### config.mk
export PLATFORM = sky130hd
export DESIGN_NAME = aline_readout_sequencer
export DESIGN_NICKNAME = d
export VERILOG_FILES = /design/src/rtl/aline_readout_sequencer.sv
export SDC_FILE = /design/constraint.sdc
export NUM_CORES = 1
export LEC_CHECK = 0
export ABC_AREA = 0
export CORE_UTILIZATION = 50
export DETAILED_ROUTE_END_ITERATION = 10
export PLACE_DENSITY_LB_ADDON = 0.15
export RECOVER_POWER = 100
export SLEW_MARGIN = 20
export SYNTH_ARGS = -nofsm -noshare
export SYNTH_HDL_FRONTEND = slang
export SYNTH_SLANG_ARGS = --single-unit
### constraint.sdc
create_clock -name clock -period 2.6 [get_ports clock]
set_clock_uncertainty 0.05 [all_clocks]
set_input_delay 0.26 -clock clock [delete_from_list [all_inputs] [get_ports clock]]
set_output_delay 0.26 -clock clock [all_outputs]
set_load 0.01 [all_outputs]
### src/rtl/aline_readout_sequencer.sv
// ---------------------------------------------------------------------------
// aline_readout_sequencer
//
// Read-side sequencer for the per-A-line sample buffer. After a start pulse
// it walks RAM addresses 0..NSAMPLES-1, absorbs the fixed RAM read latency
// and streams the samples downstream on a valid/ready interface, marking the
// first beat with out_sop and the last beat with out_eop.
//
// Reads are credit-limited: a read is issued only while
// (output FIFO occupancy + reads still in the RAM pipeline) < FIFO_DEPTH,
// so returning data always has room regardless of downstream backpressure.
//
// Ports
//   clock      acquisition clock, all logic on the rising edge
//   sclr       synchronous active-high clear, overrides every other input
//   start      one-cycle pulse: A-line complete, buffer ready to read
//   rd_en      RAM read enable
//   rd_addr    RAM read address
//   rd_data    RAM read data, valid RD_LATENCY cycles after rd_en
//   out_data   sample to downstream (FIFO head, show-ahead)
//   out_valid  out_data valid
//   out_ready  downstream accepts when high together with out_valid
//   out_sop    high with the first beat of a packet
//   out_eop    high with the last beat of a packet
//   busy       high while a packet is being read or drained
//   done       one-cycle pulse after the last beat handshake
//   overrun    sticky: start seen while busy; cleared only by sclr
// ---------------------------------------------------------------------------
module aline_readout_sequencer #(
    parameter logic [10:0] NSAMPLES   = 11'd1170,
    parameter int unsigned DATA_W     = 16,
    parameter int unsigned RD_LATENCY = 2,
    parameter int unsigned FIFO_DEPTH = 4
) (
    input  logic              clock,
    input  logic              sclr,
    input  logic              start,
    output logic              rd_en,
    output logic [10:0]       rd_addr,
    input  logic [DATA_W-1:0] rd_data,
    output logic [DATA_W-1:0] out_data,
    output logic              out_valid,
    input  logic              out_ready,
    output logic              out_sop,
    output logic              out_eop,
    output logic              busy,
    output logic              done,
    output logic              overrun
);

    localparam int unsigned      PTR_W      = (FIFO_DEPTH > 1) ? $clog2(FIFO_DEPTH) : 1;
    localparam int unsigned      CNT_W      = $clog2(FIFO_DEPTH + RD_LATENCY + 1) + 1;
    localparam logic [PTR_W-1:0] LAST_PTR   = PTR_W'(FIFO_DEPTH - 1);
    localparam logic [PTR_W-1:0] PTR_ONE    = PTR_W'(1);
    localparam logic [CNT_W-1:0] CNT_ONE    = CNT_W'(1);
    localparam logic [CNT_W-1:0] CREDIT_MAX = CNT_W'(FIFO_DEPTH);
    localparam logic [10:0]      LAST_IDX   = NSAMPLES - 11'd1;

    typedef enum logic [1:0] {
        IDLE  = 2'd0,
        READ  = 2'd1,
        DRAIN = 2'd2
    } state_t;

    state_t state;
    state_t state_nxt;

    // vld_sr[i] is set for a read issued i+1 cycles ago; the oldest stage
    // marks the cycle in which rd_data carries that read's word.
    logic [RD_LATENCY-1:0] vld_sr;

    logic [DATA_W-1:0] fifo_mem [FIFO_DEPTH];
    logic [PTR_W-1:0]  wr_ptr;
    logic [PTR_W-1:0]  rd_ptr;
    logic [CNT_W-1:0]  occ;
    logic [CNT_W-1:0]  in_flight;
    logic [10:0]       beat_cnt;

    logic push;
    logic pop;
    logic have_credit;
    logic accept;

    // ------------------------------------------------------------------
    // Credit accounting
    // ------------------------------------------------------------------
    always_comb begin
        in_flight = '0;
        for (int unsigned i = 0; i < RD_LATENCY; i++) begin
            in_flight = in_flight + CNT_W'(vld_sr[i]);
        end
    end

    // Uses registered occupancy only: a beat consumed this cycle returns
    // its credit one cycle later, which keeps rd_en off the out_ready path.
    assign have_credit = (occ + in_flight) < CREDIT_MAX;

    // ------------------------------------------------------------------
    // Output side (show-ahead FIFO head)
    // ------------------------------------------------------------------
    assign push      = vld_sr[RD_LATENCY-1];
    assign out_valid = (occ != '0);
    assign out_data  = fifo_mem[rd_ptr];
    assign pop       = out_valid & out_ready;
    assign out_sop   = out_valid && (beat_cnt == 11'd0);
    assign out_eop   = out_valid && (beat_cnt == LAST_IDX);

    assign busy   = (state != IDLE);
    assign accept = (state == IDLE) && start;

    // ------------------------------------------------------------------
    // FSM next state / read enable
    // ------------------------------------------------------------------
    always_comb begin
        state_nxt = state;
        rd_en     = 1'b0;
        case (state)
            IDLE: begin
                if (start) begin
                    state_nxt = READ;
                end
            end
            READ: begin
                // Gated by sclr so a clear never launches a read whose data
                // would then be discarded anyway.
                rd_en = have_credit && !sclr;
                if (have_credit && (rd_addr == LAST_IDX)) begin
                    state_nxt = DRAIN;
                end
            end
            DRAIN: begin
                if (pop && out_eop) begin
                    state_nxt = IDLE;
                end
            end
            default: begin
                state_nxt = IDLE;
            end
        endcase
    end

    // ------------------------------------------------------------------
    // State, address, pipeline tracking, FIFO pointers, beat counter
    // ------------------------------------------------------------------
    always_ff @(posedge clock) begin
        if (sclr) begin
            state    <= IDLE;
            rd_addr  <= '0;
            vld_sr   <= '0;
            wr_ptr   <= '0;
            rd_ptr   <= '0;
            occ      <= '0;
            beat_cnt <= '0;
            done     <= 1'b0;
            overrun  <= 1'b0;
        end else begin
            state <= state_nxt;
            done  <= (state == DRAIN) && pop && out_eop;

            if (start && (state != IDLE)) begin
                overrun <= 1'b1;
            end

            // Address holds at the last index once it has been issued.
            if (accept) begin
                rd_addr <= '0;
            end else if (rd_en && (rd_addr != LAST_IDX)) begin
                rd_addr <= rd_addr + 11'd1;
            end

            vld_sr[0] <= rd_en;
            for (int unsigned i = 1; i < RD_LATENCY; i++) begin
                vld_sr[i] <= vld_sr[i-1];
            end

            if (push) begin
                wr_ptr <= (wr_ptr == LAST_PTR) ? '0 : wr_ptr + PTR_ONE;
            end
            if (pop) begin
                rd_ptr <= (rd_ptr == LAST_PTR) ? '0 : rd_ptr + PTR_ONE;
            end

            if (push && !pop) begin
                occ <= occ + CNT_ONE;
            end else if (!push && pop) begin
                occ <= occ - CNT_ONE;
            end

            if (accept) begin
                beat_cnt <= '0;
            end else if (pop) begin
                beat_cnt <= out_eop ? '0 : beat_cnt + 11'd1;
            end
        end
    end

    // FIFO storage needs no reset; the pointers define what is valid.
    always_ff @(posedge clock) begin
        if (push) begin
            fifo_mem[wr_ptr] <= rd_data;
        end
    end

endmodule

==> key figures, run 1 <==
Route
  • DRT Pass-1 Iters: 5
  • Vias post-DR: 2,639
  • Antenna Violating Nets Remaining: 0
  • Final wirelength: 7.58 mm
  • Wire length per cell: between 15 and 20 µm
  • DR iter-0 viols: 81
  • Avg Vias per Cell: approximately 5.4
  • DRC violations left: 0

Clock network
  • Worst-case clock buffer depth: 2
  • CTS Hold Buffers Added: 0
  • CTS Buf Count: 9
  • CTS sink cnt: ~100
  • CTS tree: yes
  • Root buffer cell: clkbuf_8
  • H-tree depth: 3
  • Clock Latency Late Sink: between 0.3 and 0.4 ns
  • Setup bufs post-CTS: 0
  • CTS clk-pin slew, worst paths: 0.10 ns

STA
  • Final hold violation count: 0
  • Pins Over Slew Limit: 0
  • Period utilisation layout: 0.942
  • Final setup viols: 0
  • Final setup TNS: 0 ns
  • Slew HR: 0.305
  • Slew @ Worst Pin: 1.04 ns
  • Peak Freq: 408 MHz
  • Tmin final: 2.45 ns
  • RSZ-0062 raised after global routing: false

Floorplan
  • Num rows: 33
  • Die Height: 95.1 µm
  • Die area: 9040 µm²
  • DIE WIDTH: around 95 µm
  • Core ar.: 8300 µm²
  • IO Count: 54
  • Initial core utilization: 0.522

Yosys
  • Syn Std Cell Area: 4330 µm²
  • Mapped Cells: 315
  • Post-synth top area share: 0.444
  • EDFF count, synth: 64
  • Syn Nets: 350
  • Async set or reset register ratio after synthesis: 0
  • Main synth FF type: edfxtp_1
  • Yosys reg bits: between 100 and 150
  • Post-synth top area cell: edfxtp_1
  • Largest cells by area after synthesis: edfxtp_1 (44%), dfxtp_1 (18%), mux4_2 (8.3%)
  • Mean Syn Cell Area: 13.7 µm²
  • Syn. warnings: 0
  • Cell variety after synth: 46
  • Seq/Total Area, Yosys: 0.619

Layout
  • Antenna cells: 0
  • Fillcell total: 673
  • Layout cell share with drive strength beyond 1: 0.114
  • NumNets Final: about 420
  • Register area: 2680 µm²
  • Multi-input gate area: 1570 µm²
  • Area growth, synth to finish: 21.5%

Power
  • Combinational power share: 0.257
  • Power Total: 3920 µW
  • Cell Pwr Density: roughly 740 nW/µm²
  • Clock power frac: 0.274
  • Seq pwr share: 0.470
  • NetSw: 1030 µW
  • Maximum vdd drop: 667 µV
  • Static leakage: 0.00183 µW
  • Internal power: just under 3000 µW
  • Sw frac: 0.264

Critical path
  • CP arrival: about 2.1 ns
  • Crit. End Element: primary output
  • Crit path launch type: flop
  • Worst R2R Start: occ[0]
  • Crit Path Class: reg2out
  • WP data required: around 2.3 ns
  • R2R depth: 9
  • R2r setup slk: between 0.15 and 0.2 ns
  • Worst R2R End: occ[3]
  • Critical path peak fanout: 8

Global route
  • Vias in the first global route: approximately 2,500
  • Total gr overflow: 0
  • Largest net degree at the start of global routing: 20
  • Initial antenna violation count: 0
  • Overall global routing resource usage: 0.179
  • First-pass GRT wire length: 12.1 mm

Min path
  • Worst hold stages: 1
  • Worst hold path type: reg2reg
  • Hold endpoint: vld_sr[1]
  • Hold Startpoint: vld_sr[0]

Placement
  • HPWL after DPL: 5.18 mm
  • Port bufs: 53
  • Routability congestion estimate: 0.825

Run
  • Max-Cap Viols: 0

Outcome
  • Outcome: complete, no violations
==> worst max-delay path, stage by stage (launching register included) <==
cell and delay (ns):
dfxtp_1 0.32, buf_4 0.16, or4_1 0.58, and4_1 0.24
clkdlybuf4s50_1 0.49
==> synth_stat cells (3+ instances only) <==
master and number:
a211oi_1 3, a21oi_1 14, and2_1 7, and4_1 5, buf_2 3, clkbuf_1 7
dfxtp_1 38, edfxtp_1 64, ha_1 14, inv_1 10, mux2i_1 14, mux4_2 16
nand2_1 27, nand2b_1 8, nand3_1 4, nand4_1 7, nor2_1 22, nor3_1 5
nor4_1 5, xnor2_1 6, xor2_1 4
==> how the worst max path moves through the flow <==
stage	from	end	slack, ns	cells past startpoint
2_1_floorplan	occ[2]	occ[3]	0.009	12
3_3_place_gp	out_ready	occ[3]	0.18	10
3_5_place_dp	out_ready	occ[3]	0.12	10
4_1_cts	occ[1]	out_eop	0.12	4
5_1_grt	occ[0]	occ[3]	0.03	9
6_report	occ[1]	out_eop	0.15	4
==> power by group through the flow <==
stage	Clock, µW	Combinational [µW]	Sequential, µW
final	1070	1000	1840
after global routing	1160	1110	1850
after CTS	1100	1050	1840
after detailed placement	0	1040	1880
after global placement	0	1040	1880
after floorplan	0	635	1880
==> cell type report <==
class,count,share of cell area
multi-input cells,191,0.299
clock buffers,9,0.0235
well taps,105,0.0250
inverters,10,0.00714
repair buffers,68,0.117
flip-flops and latches,102,0.510
clock inverters,7,0.0186
==> flip-flops by register name (all words and copies together) (netlist names), named ones only <==
| name | flops |
|---|---|
| overrun | 1 |
| done | 1 |
| rd_addr | 11 |
| wr_ptr | 2 |
| beat_cnt | 11 |
| vld_sr | 2 |
| state | 2 |
| rd_ptr | 2 |
| occ | 4 |
| fifo_mem | 64 |
==> cells in the final DEF, fill, tap and decap left out, drive strengths merged, types with 3 or more instances in the layout <==
cell type / netlist / layout
edfxtp: 64 / 64
dfxtp: 38 / 38
dlygate4sd3: 0 / 32
nand2: 27 / 27
nor2: 22 / 22
clkdlybuf4s50: 0 / 20
clkbuf: 9 / 17
mux4: 16 / 16
a21oi: 14 / 14
mux2i: 14 / 14
ha: 14 / 14
inv: 10 / 11
nand2b: 8 / 8
nand4: 7 / 7
buf: 3 / 7
and2: 7 / 7
xnor2: 6 / 6
nor3: 5 / 5
and4: 5 / 5
nor4: 5 / 5
xor2: 4 / 4
nand3: 4 / 4
a211oi: 3 / 3
a21o: 3 / 3
clkinv: 0 / 3
==> layer usage <==
layer  up-vias  global-route usage  routed length (µm)
li1       1324                   -                   -
met1      1242               0.228                3470
met2        65               0.299                3630
met3         8              0.0494                 362
met4         0              0.0518                 107
met5         -                   0                   0
==> metrics by stage <==
stage           util  cell area, µm²  setup slack (ns)  cells  hold slack (ns)
4_1_cts        0.638            5290             0.120    492            0.435
6_report       0.634            5260             0.151    492            0.434
3_3_place_gp   0.611            5070             0.180    476            0.408
2_1_floorplan      -            4370           0.00857    315            0.309
3_5_place_dp   0.611            5070             0.124    476            0.412
5_1_grt        0.634            5260            0.0322    492            0.444
==> cells by family after synthesis <==
group / share of synthesized area
simple gates: 0.129
flops: 0.619
mux: 0.118
compound gates: 0.0477
buf+inv: 0.0205
fa+ha+maj: 0.0451
xor+xnor: 0.0202
==> timing repair <==
| item | 4_1_cts | 5_1_grt |
|---|---|---|
| hold endpoints to repair | 0 | 0 |
| setup endpoints to repair | 1 | 0 |
| resized for setup | 3 | 0 |
Note: power is estimated with default switching activity, not from simulation.
==> inputs of run 2 (changes only) <==
--- a/config.mk
+++ b/config.mk
@@ -7,3 +7,2 @@
 export LEC_CHECK = 0
-export ABC_AREA = 0
 export CORE_UTILIZATION = 50
==> constraint.sdc (replaced) <==
create_clock -name clock -period 2.6 [get_ports clock]
set_clock_uncertainty 0.05 [all_clocks]
set_input_delay 0.65 -clock clock [delete_from_list [all_inputs] [get_ports clock]]
set_output_delay 0.65 -clock clock [all_outputs]
set_load 0.01 [all_outputs]
==> key figures, run 2 (synthesized netlist as in run 1, its figures left out) <==
STA
  • Peak Freq: 395 MHz (was 408 MHz)
  • Final setup viols: 0 (unchanged)
  • RSZ-0062 raised after global routing: false (unchanged)
  • Hold_ws: 0.417 ns (was 0.434 ns)
  • Period utilisation layout: 0.974 (was 0.942)
  • Slew HR: 0.314 (was 0.305)
  • Slew @ Worst Pin: 1.03 ns (was 1.04 ns)
  • Pins Over Slew Limit: 0 (unchanged)
  • Tmin final: 2.53 ns (was 2.45 ns)
  • Final hold violation count: 0 (unchanged)
  • Fin worst setup slack: 0.0673 ns (was 0.151 ns)

Clock network
  • CTS clk-pin slew, worst paths: 0.10 ns (about the same)
  • CTS Hold Buffers Added: 0 (unchanged)
  • Worst-case clock buffer depth: 2 (unchanged)
  • Root buffer cell: clkbuf_8 (unchanged)
  • H-tree depth: 3 (unchanged)
  • CTS sink cnt: 102 (unchanged)
  • Clock Latency Late Sink: 0.37 ns (was 0.35 ns)
  • CTS tree: yes (unchanged)
  • CTS Buf Count: 9 (unchanged)

Layout
  • Number of flip-flops in the largest register: 64 (unchanged)
  • Antenna cells: 0 (unchanged)
  • Largest register by flop count: fifo_mem (unchanged)
  • NumNets Final: 427 (was 417)
  • Top flop regs: fifo_mem: 64 flops, beat_cnt: 11 flops, rd_addr: 11 flops (unchanged)
  • Most common cell after layout, fill and taps aside: edfxtp_1 (unchanged)
  • Fillcell total: 648 (was 673)
  • Layout cell share with drive strength beyond 1: 0.149 (was 0.114)
  • Area growth, synth to finish: 22.6% (was 21.5%)
  • Highest-count cells in the layout ignoring fill and taps: edfxtp_1 (64), dfxtp_1 (37), dlygate4sd3_1 (30) (was edfxtp_1 (64), dfxtp_1 (38), dlygate4sd3_1 (32))
  • Post-layout util: 0.640 (was 0.634)

Floorplan
  • Die area: 9040 µm² (unchanged)
  • Core ar.: 8300 µm² (unchanged)
  • IO Count: 54 (unchanged)
  • Initial core utilization: 0.522 (unchanged)
  • Num rows: 33 (unchanged)
  • DIE WIDTH: 95.1 µm (unchanged)
  • Die Height: 95.1 µm (unchanged)

Route
  • Vias post-DR: 2,714 (was 2,639)
  • Final wirelength: 7.67 mm (was 7.58 mm)
  • Antenna Violating Nets Remaining: 0 (unchanged)
  • DR iter-0 viols: 85 (was 81)
  • DRT Pass-1 Iters: 4 (was 5)
  • DRC violations left: 0 (unchanged)
  • Avg Vias per Cell: 5.41 (was 5.36)
  • Wire length per cell: 15.3 µm (was 15.4 µm)

Critical path
  • Crit Path Class: reg2out (unchanged)
  • Crit path launch type: flop (unchanged)
  • WP data required: 1.90 ns (was 2.29 ns)
  • R2r setup slk: 0.15 ns (was 0.18 ns)
  • CP arrival: 1.83 ns (was 2.14 ns)
  • Critical path peak fanout: 5 (was 8)
  • Crit. End Element: primary output (unchanged)

Global route
  • Overall global routing resource usage: 0.185 (was 0.179)
  • First-pass GRT wire length: 12.5 mm (was 12.1 mm)
  • Vias in the first global route: 2,604 (was 2,531)
  • Initial antenna violation count: 0 (unchanged)
  • Total gr overflow: 0 (unchanged)
  • Largest net degree at the start of global routing: 20 (unchanged)

Power
  • Power Total: 3810 µW (was 3920 µW)
  • Cell Pwr Density: 717 nW/µm² (was 745 nW/µm²)
  • Maximum vdd drop: 498 µV (was 667 µV)
  • Static leakage: 0.00191 µW (was 0.00183 µW)

Run
  • Max-Cap Viols: 0 (unchanged)

Placement
  • HPWL after DPL: 5.17 mm (was 5.18 mm)
  • Routability congestion estimate: 0.796 (was 0.825)
  • Port bufs: 53 (unchanged)
  • Pre-CTS setup slack: -0.559 ns (was 0.124 ns)

Min path
  • Worst hold path type: reg2reg (unchanged)

Outcome
  • Outcome: complete, no violations (unchanged)
[run 2: cell count changes in the layout (fill, tap and decap cells not counted), sizes merged]
cell,change
inv,+3
bufbuf,+1
dlymetal6s2s,+1
dlygate4sd2,+17
dlygate4sd3,-2
clkdlybuf4s50,-17
bufinv,-2
buf,+6
clkinvlp,-1
clkbuf,+4
[run 2: final cells by class]
type / instances / area (µm²) / area share
multi-input cells: 191 / 1580 / 0.298
clock buffers: 9 / 124 / 0.0233
flip-flops and latches: 102 / 2680 / 0.506
well taps: 105 / 131 / 0.0248
inverters: 10 / 37.5 / 0.00707
clock inverters: 7 / 62.6 / 0.0118
repair buffers: 78 / 684 / 0.129
[run 2: timing repair]
| action | 4_1_cts | 5_1_grt |
|---|---|---|
| buffers inserted | 0 | 1 |
| resized for setup | 22 | 5 |
| gates cloned | 1 | 0 |
| setup endpoints to repair | 19 | 4 |
| pin swaps | 1 | 3 |
[run 2: report_power, final]
part	switching [µW]	internal [µW]	total [µW]
Clock	572	370	943
Sequential	55.0	1790	1850
Combinational	458	561	1020
Total	1090	2720	3810
[run 2: routing by layer]
layer / global-route usage / wire length (µm) / part of all wire
met4: 0.0682 / 104 / 0.014
met3: 0.0391 / 278 / 0.036
met1: 0.238 / 3560 / 0.46
met2: 0.310 / 3720 / 0.49
met5: 0 / 0 / 0
[run 2: path summary, 6_finish.rpt]
path,startpoint,to,cells after the start
setup / recovery,occ[0],out_eop,4
hold / removal,vld_sr[0],vld_sr[1],1
setup reg to reg,occ[0],occ[3],10
hold reg to reg,vld_sr[0],vld_sr[1],1
[run 2: critical path, stage by stage (launching register included)]
cell and delay, ns:
dfxtp_1 0.33, buf_4 0.16, or4_4 0.49, and4_1 0.22, dlygate4sd2_1 0.28
[run 2: stage by stage]
step                      area (µm²)  cells  setup TNS [ns]
after global routing            5310    502               0
after CTS                       5340    501          -0.140
after floorplan                 4370    315               0
after global placement          5140    484          -0.741
final                           5310    502               0
after detailed placement        5140    484          -0.922
